--- config.mk ---
export PLATFORM = sky130hd
export DESIGN_NAME = fetch_unit
export DESIGN_NICKNAME = d
export VERILOG_FILES = /design/src/rtl/fetch_unit.sv
export SDC_FILE = /design/constraint.sdc
export NUM_CORES = 1
export LEC_CHECK = 0
export CAP_MARGIN = 10
export CORE_ASPECT_RATIO = 0.7
export CORE_MARGIN = 2
export CORE_UTILIZATION = 48
export DETAILED_ROUTE_END_ITERATION = 10
export PLACE_DENSITY = 0.72
export SLEW_MARGIN = 30
export SYNTH_ARGS = -nofsm -noshare
export SYNTH_HDL_FRONTEND = slang
export SYNTH_SLANG_ARGS = --single-unit
--- constraint.sdc ---
create_clock -name clk -period 7.5 [get_ports clk]
set_input_delay 0.75 -clock clk [delete_from_list [all_inputs] [get_ports clk]]
set_output_delay 0.75 -clock clk [all_outputs]
set_load 0.01 [all_outputs]
--- src/rtl/fetch_unit.sv ---
// fetch_unit: RV64 fetch stage; holds fetch PC, issues 32-bit imem reads, buffers {instr, pc} for decode.
// Latency: imem_rvalid -> instr_valid 1 cycle (registered, no bypass); redirect takes effect next cycle.
// Backpressure: instr_ready=0 fills the buffer; imem_req drops once outstanding + buffered == FIFO_DEPTH.
//
// Ports:
//   clk, rst_n                      core clock (rising edge), asynchronous active-low reset
//   imem_req/imem_addr/imem_gnt     fetch request, word-aligned address, acceptance
//   imem_rvalid/imem_rdata          in-order read responses
//   redirect/redirect_pc            taken control transfer pulse and new fetch address
//   instr_valid/instr_ready         decode handshake; instr/pc_addr = head entry (NOP/0 when empty)
//   fetch_misaligned                only with IFU_MISALIGN_EXC_EN: misaligned redirect target seen
//
// Optional feature macro: IFU_MISALIGN_EXC_EN. When undefined, redirect_pc[1:0] is forced to zero.
module fetch_unit #(
  parameter logic [63:0] RESET_PC   = 64'h0,
  parameter int          FIFO_DEPTH = 2
) (
  input  logic        clk,
  input  logic        rst_n,
  output logic        imem_req,
  output logic [63:0] imem_addr,
  input  logic        imem_gnt,
  input  logic        imem_rvalid,
  input  logic [31:0] imem_rdata,
  input  logic        redirect,
  input  logic [63:0] redirect_pc,
  input  logic        instr_ready,
  output logic        instr_valid,
  output logic [31:0] instr,
  output logic [63:0] pc_addr
`ifdef IFU_MISALIGN_EXC_EN
  ,
  output logic        fetch_misaligned
`endif
);

  localparam logic [31:0] NOP = 32'h0000_0013;
  localparam int AW = (FIFO_DEPTH > 1) ? $clog2(FIFO_DEPTH) : 1;
  localparam int CW = $clog2(FIFO_DEPTH + 1);
  localparam logic [CW:0] LIMIT = (CW+1)'(FIFO_DEPTH);

  typedef struct packed {
    logic [31:0] instr;
    logic [63:0] pc;
  } entry_t;

`ifdef IFU_MISALIGN_EXC_EN
  typedef enum logic [1:0] {BOOT, RUN, FAULT} state_t;
`else
  typedef enum logic [0:0] {BOOT, RUN} state_t;
`endif

  state_t state, state_nxt;

  logic [63:0]   fpc, fpc_nxt;
  logic [CW-1:0] outstanding, outs_nxt;
  logic [CW-1:0] drop_cnt, drop_nxt;
  logic [CW:0]   used;
  logic          hs, rv, push, pop;

  // PC shadow queue: one entry per granted request, popped by every counted
  // response (kept or dropped), so its occupancy is the outstanding count.
  logic [63:0]   pq_mem [FIFO_DEPTH];
  logic [AW-1:0] pq_wr, pq_rd;

  // Instruction buffer presented to decode.
  entry_t        iq_mem [FIFO_DEPTH];
  logic [AW-1:0] iq_wr, iq_rd;
  logic [CW-1:0] iq_cnt;
  entry_t        head;

  function automatic logic [AW-1:0] ptr_inc(input logic [AW-1:0] p);
    return (p == AW'(FIFO_DEPTH - 1)) ? '0 : p + AW'(1);
  endfunction

  always_comb begin
    state_nxt   = state;
    used        = {1'b0, outstanding} + {1'b0, iq_cnt};
    imem_req    = 1'b0;
    imem_addr   = fpc;
    hs          = 1'b0;
    rv          = 1'b0;
    push        = 1'b0;
    pop         = 1'b0;
    instr_valid = 1'b0;
    head        = iq_mem[iq_rd];
    instr       = NOP;
    pc_addr     = '0;

    if (state == BOOT) state_nxt = RUN;
`ifdef IFU_MISALIGN_EXC_EN
    if (redirect) state_nxt = (redirect_pc[1:0] != 2'b00) ? FAULT : RUN;
`endif

    // Requests are suppressed in the redirect cycle, so a grant can never
    // coincide with a redirect; anything granted earlier is still in flight
    // and gets dropped below.
    imem_req = (state == RUN) && !redirect && (used < LIMIT);
    hs       = imem_req && imem_gnt;
    // A response with nothing outstanding (e.g. straddling reset) is ignored.
    rv       = imem_rvalid && (outstanding != '0);
    push     = rv && (drop_cnt == '0) && !redirect;

    instr_valid = (iq_cnt != '0);
    pop         = instr_valid && instr_ready && !redirect;
    if (instr_valid) begin
      instr   = head.instr;
      pc_addr = head.pc;
    end

    outs_nxt = outstanding + CW'(hs) - CW'(rv);
    // drop_cnt never exceeds outstanding, so after a redirect every request
    // still in flight is exactly the set to discard.
    if (redirect) drop_nxt = outs_nxt;
    else          drop_nxt = drop_cnt - CW'(rv && (drop_cnt != '0));

    if (redirect) fpc_nxt = redirect_pc & ~64'h3;
    else if (hs)  fpc_nxt = fpc + 64'd4;
    else          fpc_nxt = fpc;
  end

`ifdef IFU_MISALIGN_EXC_EN
  assign fetch_misaligned = (state == FAULT);
`endif

  always_ff @(posedge clk or negedge rst_n) begin
    if (!rst_n) begin
      state       <= BOOT;
      fpc         <= RESET_PC;
      outstanding <= '0;
      drop_cnt    <= '0;
      pq_wr       <= '0;
      pq_rd       <= '0;
      iq_wr       <= '0;
      iq_rd       <= '0;
      iq_cnt      <= '0;
    end else begin
      state       <= state_nxt;
      fpc         <= fpc_nxt;
      outstanding <= outs_nxt;
      drop_cnt    <= drop_nxt;
      if (hs) pq_wr <= ptr_inc(pq_wr);
      if (rv) pq_rd <= ptr_inc(pq_rd);
      if (redirect) begin
        iq_wr  <= '0;
        iq_rd  <= '0;
        iq_cnt <= '0;
      end else begin
        if (push) iq_wr <= ptr_inc(iq_wr);
        if (pop)  iq_rd <= ptr_inc(iq_rd);
        iq_cnt <= iq_cnt + CW'(push) - CW'(pop);
      end
    end
  end

  // Storage arrays carry no reset; validity is tracked by the pointers above.
  always_ff @(posedge clk) begin
    if (hs)   pq_mem[pq_wr] <= fpc;
    if (push) iq_mem[iq_wr] <= '{instr: imem_rdata, pc: pq_mem[pq_rd]};
  end

endmodule

==> flow_summary.yaml, run 1 <==
worst_hold_path:
  hold_path.class: "input pin to async pin"
clocking:
  postCtsSetupBuffers: 0
  clk_latency_ps: 530
  cts.htree.levels: 2
  clk_transition_reported_paths_ps: 60
  cts_resized: 0
  cts_root_buffer: "clkbuf_16"
  cts_tree: "built"
  cts_hold_buf: 0
  cts_buffer_depth: 3
  cts_sinks: 385
  cts_buffers: 39
synth:
  yosysWarnings: 0
  synth_simple_gate_area_frac: 0.1221
  synth_top_family_by_area: "simple AND/OR/NAND/NOR gates"
  synth_edf_count: 312
  syn_area_per_cell_um2: 14.04
  synth_compound_area_frac: 0.05050
  syn_inst: 1158
  synth_seq_cells: 385
  async_flop_share: 0.1896
  synth_area_um2: 16250
  synthFlopType: "edfxtp_1"
  yosys-mux-area-fraction: 0.1065
  synthAdderAreaFrac: 0.005850
  synthXorXnorAreaFrac: 0.004850
  ys_seq_area_frac: 0.6888
  yosysUniqueCellTypes: 54
placed_design:
  place.gp.congestion: 0.8091
  dp.cells: 1804
  io_buffers: 257
  dp_hpwl_um: 26360
  pre_cts_ws_ps: 3802
global_route:
  overflow: 0
  antenna_found_initial: 2
  grt_pass1_vias: 10498
  grt_pass1_wl_um: 61000
  track_usage: 0.2267
  grt_start_max_net_pins: 90
routing:
  vias_per_cell: 5.736
  num_vias: 10761
  wl_met2_um: 18280
  top_layer_used: "met5"
  m1WireLength_um: 17970
  wl_um: 40370
  initialDrtViolationCount: 859
  post-route-drc-count: 0
  routedWlPerCell_um: 21.52
  drtAntennaViolNets: 0
  wl_met3_um: 3515
  first_pass_iters: 8
worst_setup_path:
  start_kind: "flop"
  slowest_stage: "buf_4"
  worstPathRequired_ps: 6750
  slowest_delay_ps: 700
  worstPathMaxFanout: 64
  crit_type: "flop to output port"
  critPathArrivalTime_ps: 3340
  critPathCaptureType: "output port"
  crit_chain: "nor2_4 -> buf_4 -> inv_1 -> nand2_1 -> clkdlybuf4s50_1"
die:
  io_pins: 264
  core-area_um2: 33420
  rows: 56
  dieHeight_um: 158.0
  die_x_um: 223.9
  start_util: 0.4863
  die_area_um2: 35370
power_and_ir_drop:
  power_uw: 5854
  p_int_uw: 4266
  power_density_nw_per_um2: 285.5
  power.switching_uw: 1588
  switching_share: 0.2713
  p_clk_frac: 0.319
  comb_power_share: 0.204
  max-vdd-ir-drop_mv: 0.2023
  pwr-share-seq: 0.477
  leakage_uw: 0.006905
timing:
  hold_viol_final: 0
  finalCriticalPeriod_ps: 4089
  layout_setup_ws_ps: 3411
  rsz0062_at_grt: "no"
  fmax_mhz: 244.6
  skew_ps: 18.13
  worstMarginPinSlew_ps: 951.9
  drv_slew: 0
  fin_crit_sh: 0.5452
  slew_headroom: 0.3654
  finalSetupViolCount: 0
  tns_ps: 0
layout:
  post-route-util: 0.6135
  drive_gt1_frac: 0.1090
  fillers: 2575
  syn_to_final_growth_pct: 26.16
  final_cells: 1876
  nets: 1520
job:
  max_cap_violations: 0
run_status:
  outcome: "finished, final reports clean"
[kinds of logic (layout without fill, tap and decap cells)]
group                      after synthesis  after routing
AOI/OAI and AO/OA                      119            119
xor gates and xnor gates                 9              9
adders and majority gates                7              7
buffers and inverters                   81            360
DFF                                    385            385
muxes                                  165            165
other                                    2              6
and+or+nand+nor                        390            390
[state kept, by name, summed over array words and instances (netlist names), 2 cells and up]
name         count
iq_mem         188
pq_mem         124
iq_cnt           2
drop_cnt         2
outstanding      2
imem_addr       62
[critical path, delay by kind of cell, from the launching register on]
family | cells | cell delay (ps)
flip-flops | 1 | 440
buffers and inverters | 3 | 1530
AND/OR/NAND/NOR | 2 | 760
[path summary, 6_finish.rpt]
kind / slack (ps) / from / depth (start not counted) / to
min: 220 / rst_n / 1 / iq_rd$_DFFE_PN0P_
max reg2reg: 3980 / iq_cnt[0]$_DFF_PN0_ / 8 / imem_addr[56]$_DFFE_PN0P_
min reg2reg: 550 / pq_mem[0][5]$_DFFE_PP_ / 1 / iq_mem[1][5]$_DFFE_PP_
min in group clk: 470 / redirect / 2 / iq_cnt[0]$_DFF_PN0_
max: 3410 / iq_cnt[1]$_DFF_PN0_ / 5 / instr[0]
max in group asynchronous: 6720 / rst_n / 1 / imem_addr[63]$_DFFE_PN0P_
[Yosys cell counts (all sizes together) (8+ instances only)]
| library cell | n | share of area |
|---|---|---|
| o211ai | 17 | 0.0079 |
| nor2b | 11 | 0.0042 |
| and3 | 14 | 0.0054 |
| nand3 | 52 | 0.017 |
| dfrtp | 73 | 0.11 |
| nand4 | 36 | 0.016 |
| o311ai | 18 | 0.0097 |
| mux2i | 102 | 0.063 |
| or4 | 9 | 0.0042 |
| or3 | 8 | 0.0031 |
| a21oi | 10 | 0.0031 |
| nor2 | 131 | 0.030 |
| and2 | 12 | 0.0046 |
| edfxtp | 312 | 0.58 |
| nand2 | 80 | 0.018 |
| o21ai | 35 | 0.011 |
| a31oi | 11 | 0.0042 |
| clkbuf | 34 | 0.0079 |
| nor4 | 10 | 0.0069 |
| buf | 29 | 0.0090 |
| nor3 | 12 | 0.0043 |
| inv | 18 | 0.0042 |
| mux2 | 63 | 0.044 |
[final cells by class]
class	count	area, µm²	area share
Inverter	18	67.56	0.003295
Timing Repair Buffer	272	2704	0.1319
Antenna cell	1	2.502	0.0001220
Clock inverter	14	116.4	0.005675
Sequential cell	385	11200	0.5462
Clock buffer	56	1102	0.05376
Multi-Input combinational cell	695	4768	0.2325
Tap cell	435	544.3	0.02654
[routing by layer]
metal,global-route usage,vias up
met2,0.3523,424
met3,0.05141,46
met4,0.04921,2
li1,-,4899
met1,0.3284,5390
met5,0,-
[through the flow]
stage          hold slack [ps]  cell area, µm²
2_1_floorplan            454.4           16270
3_3_place_gp             527.3           19250
3_5_place_dp             533.0           19250
6_report                 224.7           20510
4_1_cts                  277.1           20470
5_1_grt                  294.9           20510
[power by group through the flow]
stage / registers [µW] / logic (µW) / clock network, µW
global placement: 2830 / 1170 / 0
detailed placement: 2840 / 1190 / 0
finish: 2790 / 1190 / 1860
global route: 2820 / 1290 / 1990
CTS: 2790 / 1200 / 1910
floorplan: 2750 / 699 / 0
[cell usage in the layout (no fill, tap or decap), types with 10 or more instances in the layout]
cell             Yosys  final
clkbuf_16            0     41
nand3_1             50     50
mux2i_1            102    102
edfxtp_1           312    312
buf_4                8     15
nand2_1             80     80
o311ai_0            15     15
o21ai_0             35     35
mux2_2              63     63
o211ai_1            17     17
and2_1              12     10
dfrtp_1             73     71
clkbuf_1            34     13
a31oi_1             11     11
inv_1               17     17
nand4_1             33     33
clkdlybuf4s50_1      0    255
and3_1              14     13
nor2_1             130    127
nor2b_1             11     11
a21oi_1             10     10
No activity file was read; power rests on OpenSTA's default activity.
==> inputs of run 2 (changes only) <==
CORE_UTILIZATION = 54   (was 48)
PLACE_DENSITY = 0.77   (was 0.72)
clock period = 4.3 ns   (was 7.5 ns; I/O delays follow)
==> run 2 against run 1 <==
Cell count is 2.2% lower; combinational power is 78% higher; critical path depth is 3 higher; sequential share of layout area is 0.32 points lower; worst setup slack worse by 2400 ps; sequential cell count stayed put; global-route usage is 2.5 points higher; clock-buffer cell count is 9 lower; worst hold slack better by 250 ps; clock power is 86% higher; first-iteration DRC count is 24% higher.
==> flow_summary.yaml, run 2 (same netlist as run 1, synthesis figures left out) <==
run_status:
  outcome: "finished, final reports clean"
global_route:
  grt_pass1_vias: 10358
  track_usage: 0.2513
  overflow: 0
  antenna_found_initial: 2
  grt_pass1_wl_um: 60020
  grt_start_max_net_pins: 76
worst_hold_path:
  hold_path.class: "input pin to async pin"
timing:
  drv_slew: 0
  rsz0062_at_grt: "no"
  slew_headroom: 0.3704
  fmax_mhz: 303.2
  skew_ps: 12.55
  worstMarginPinSlew_ps: 935.8
  finalSetupViolCount: 0
  fin_crit_sh: 0.7671
  finalCriticalPeriod_ps: 3298
  tns_ps: 0
  hold_viol_final: 0
worst_setup_path:
  slowest_delay_ps: 480
  crit_chain: "and2_1 -> fa_1 -> nor4b_4 -> buf_4 -> and2_2 -> inv_2 -> nor2_4 -> buf_12"
  critPathArrivalTime_ps: 3510
  start_kind: "flop"
  worstPathRequired_ps: 4510
  slowest_stage: "fa_1"
  crit_type: "flop to flop"
  critPathCaptureType: "flop"
  worstPathMaxFanout: 37
layout:
  largest_reg_flops: 188
  final_common_cell: "edfxtp_1"
  regMostFlops: "iq_mem"
  final_cell_mix: "edfxtp_1 (312), clkdlybuf4s50_1 (255), nor2_1 (127)"
  drive_gt1_frac: 0.1174
  design_area_um2: 20630
  nets: 1527
  syn_to_final_growth_pct: 26.90
placed_design:
  placed_cell_area_um2: 19310
  place.gp.congestion: 0.8518
  dp_hpwl_um: 26460
  io_buffers: 257
clocking:
  cts_tree: "built"
  cts.htree.levels: 2
  cts_root_buffer: "clkbuf_16"
  cts_buffer_depth: 3
  clk_latency_ps: 540
  cts_buffers: 38
  postCtsSetupBuffers: 0
  cts_sinks: 385
  clk_transition_reported_paths_ps: 60
die:
  dieHeight_um: 149.2
  core-area_um2: 29840
  die_x_um: 211.4
  io_pins: 264
  die_area_um2: 31530
  rows: 53
  start_util: 0.5447
routing:
  wl_um: 39920
  vias_per_cell: 5.893
  first_pass_iters: 5
  drtAntennaViolNets: 0
  initialDrtViolationCount: 1061
  num_vias: 10814
  routedWlPerCell_um: 21.75
  post-route-drc-count: 0
job:
  max_cap_violations: 0
power_and_ir_drop:
  power_density_nw_per_um2: 505.8
  max-vdd-ir-drop_mv: 0.3833
  leakage_uw: 0.006992
## run 2: cell types whose count changed in the layout (fill, tap and decap cells not counted), moves of 3 or more
cell	before	now
bufinv_16	2	7
clkbuf_1	13	9
clkinv_1	8	5
buf_12	0	5
clkinv_2	2	5
buf_4	15	18
clkbuf_16	41	38
## run 2: final timing paths
kind	startpoint	end	slack [ps]	cells past startpoint
max	iq_cnt[0]$_DFF_PN0_	pq_mem[0][58]$_DFFE_PP_	1000	8
min	rst_n	iq_wr$_DFFE_PN0P_	470	2
max reg2reg	iq_cnt[0]$_DFF_PN0_	pq_mem[0][58]$_DFFE_PP_	1000	8
min reg2reg	pq_wr$_DFFE_PN0N_	pq_wr$_DFFE_PN0N_	540	1
max in group asynchronous	rst_n	iq_rd$_DFFE_PN0P_	3300	2
min in group clk	imem_rdata[12]	iq_mem[1][76]$_DFFE_PP_	480	1
## run 2: where the power goes
part | total (µW) | switching (µW) | internal (µW)
Combinational | 2120 | 1060 | 1060
Sequential | 4850 | 363 | 4490
Clock | 3460 | 1390 | 2070
Total | 10400 | 2810 | 7620
## run 2: stage by stage
stage | instances | power (µW) | worst slack, ps | util | hold WS (ps)
after floorplan | 1161 | 6004 | 64.31 | - | 134.4
after global placement | 1762 | 6969 | 1106 | 0.6470 | 525.1
after detailed placement | 1762 | 7038 | 973.4 | 0.6471 | 503.9
after CTS | 1833 | 10490 | 953.6 | 0.6909 | 453.7
after global routing | 1834 | 10850 | 763.3 | 0.6912 | 460.8
final | 1835 | 10430 | 1002 | 0.6912 | 472.2
## run 2: metal layers
layer,GRT usage,part of all wire,vias to the layer above
li1,-,-,4905
met1,0.3789,0.46,5401
met2,0.3794,0.45,450
met3,0.04863,0.073,56
met4,0.06338,0.015,2
met5,0,0.00043,-
## run 2: cell type report
| class | instances | area (µm²) |
|---|---|---|
| clock buffers | 47 | 984.7 |
| clock inverters | 23 | 311.5 |
| diodes | 2 | 5.005 |
| flip-flops and latches | 385 | 11200 |
| fillers | 2052 | 9214 |
| repair buffers | 280 | 2809 |
| multi-input cells | 695 | 4767 |
| inverters | 18 | 67.56 |
| well taps | 385 | 481.7 |
## run 2: worst max-delay path, delay by kind of cell (launching register included)
kind	cells	cell delay [ps]
simple gates	4	1280
buf+inv	3	730
fa+ha+maj	1	480
flops	1	420
## run 2: timing repair
| item | CTS | global route |
|---|---|---|
| endpoints found under the hold margin | 73 | 0 |
| endpoints found under the setup margin | 0 | 0 |
| gates resized for setup | 0 | 0 |
| hold buffers | 1 | 0 |
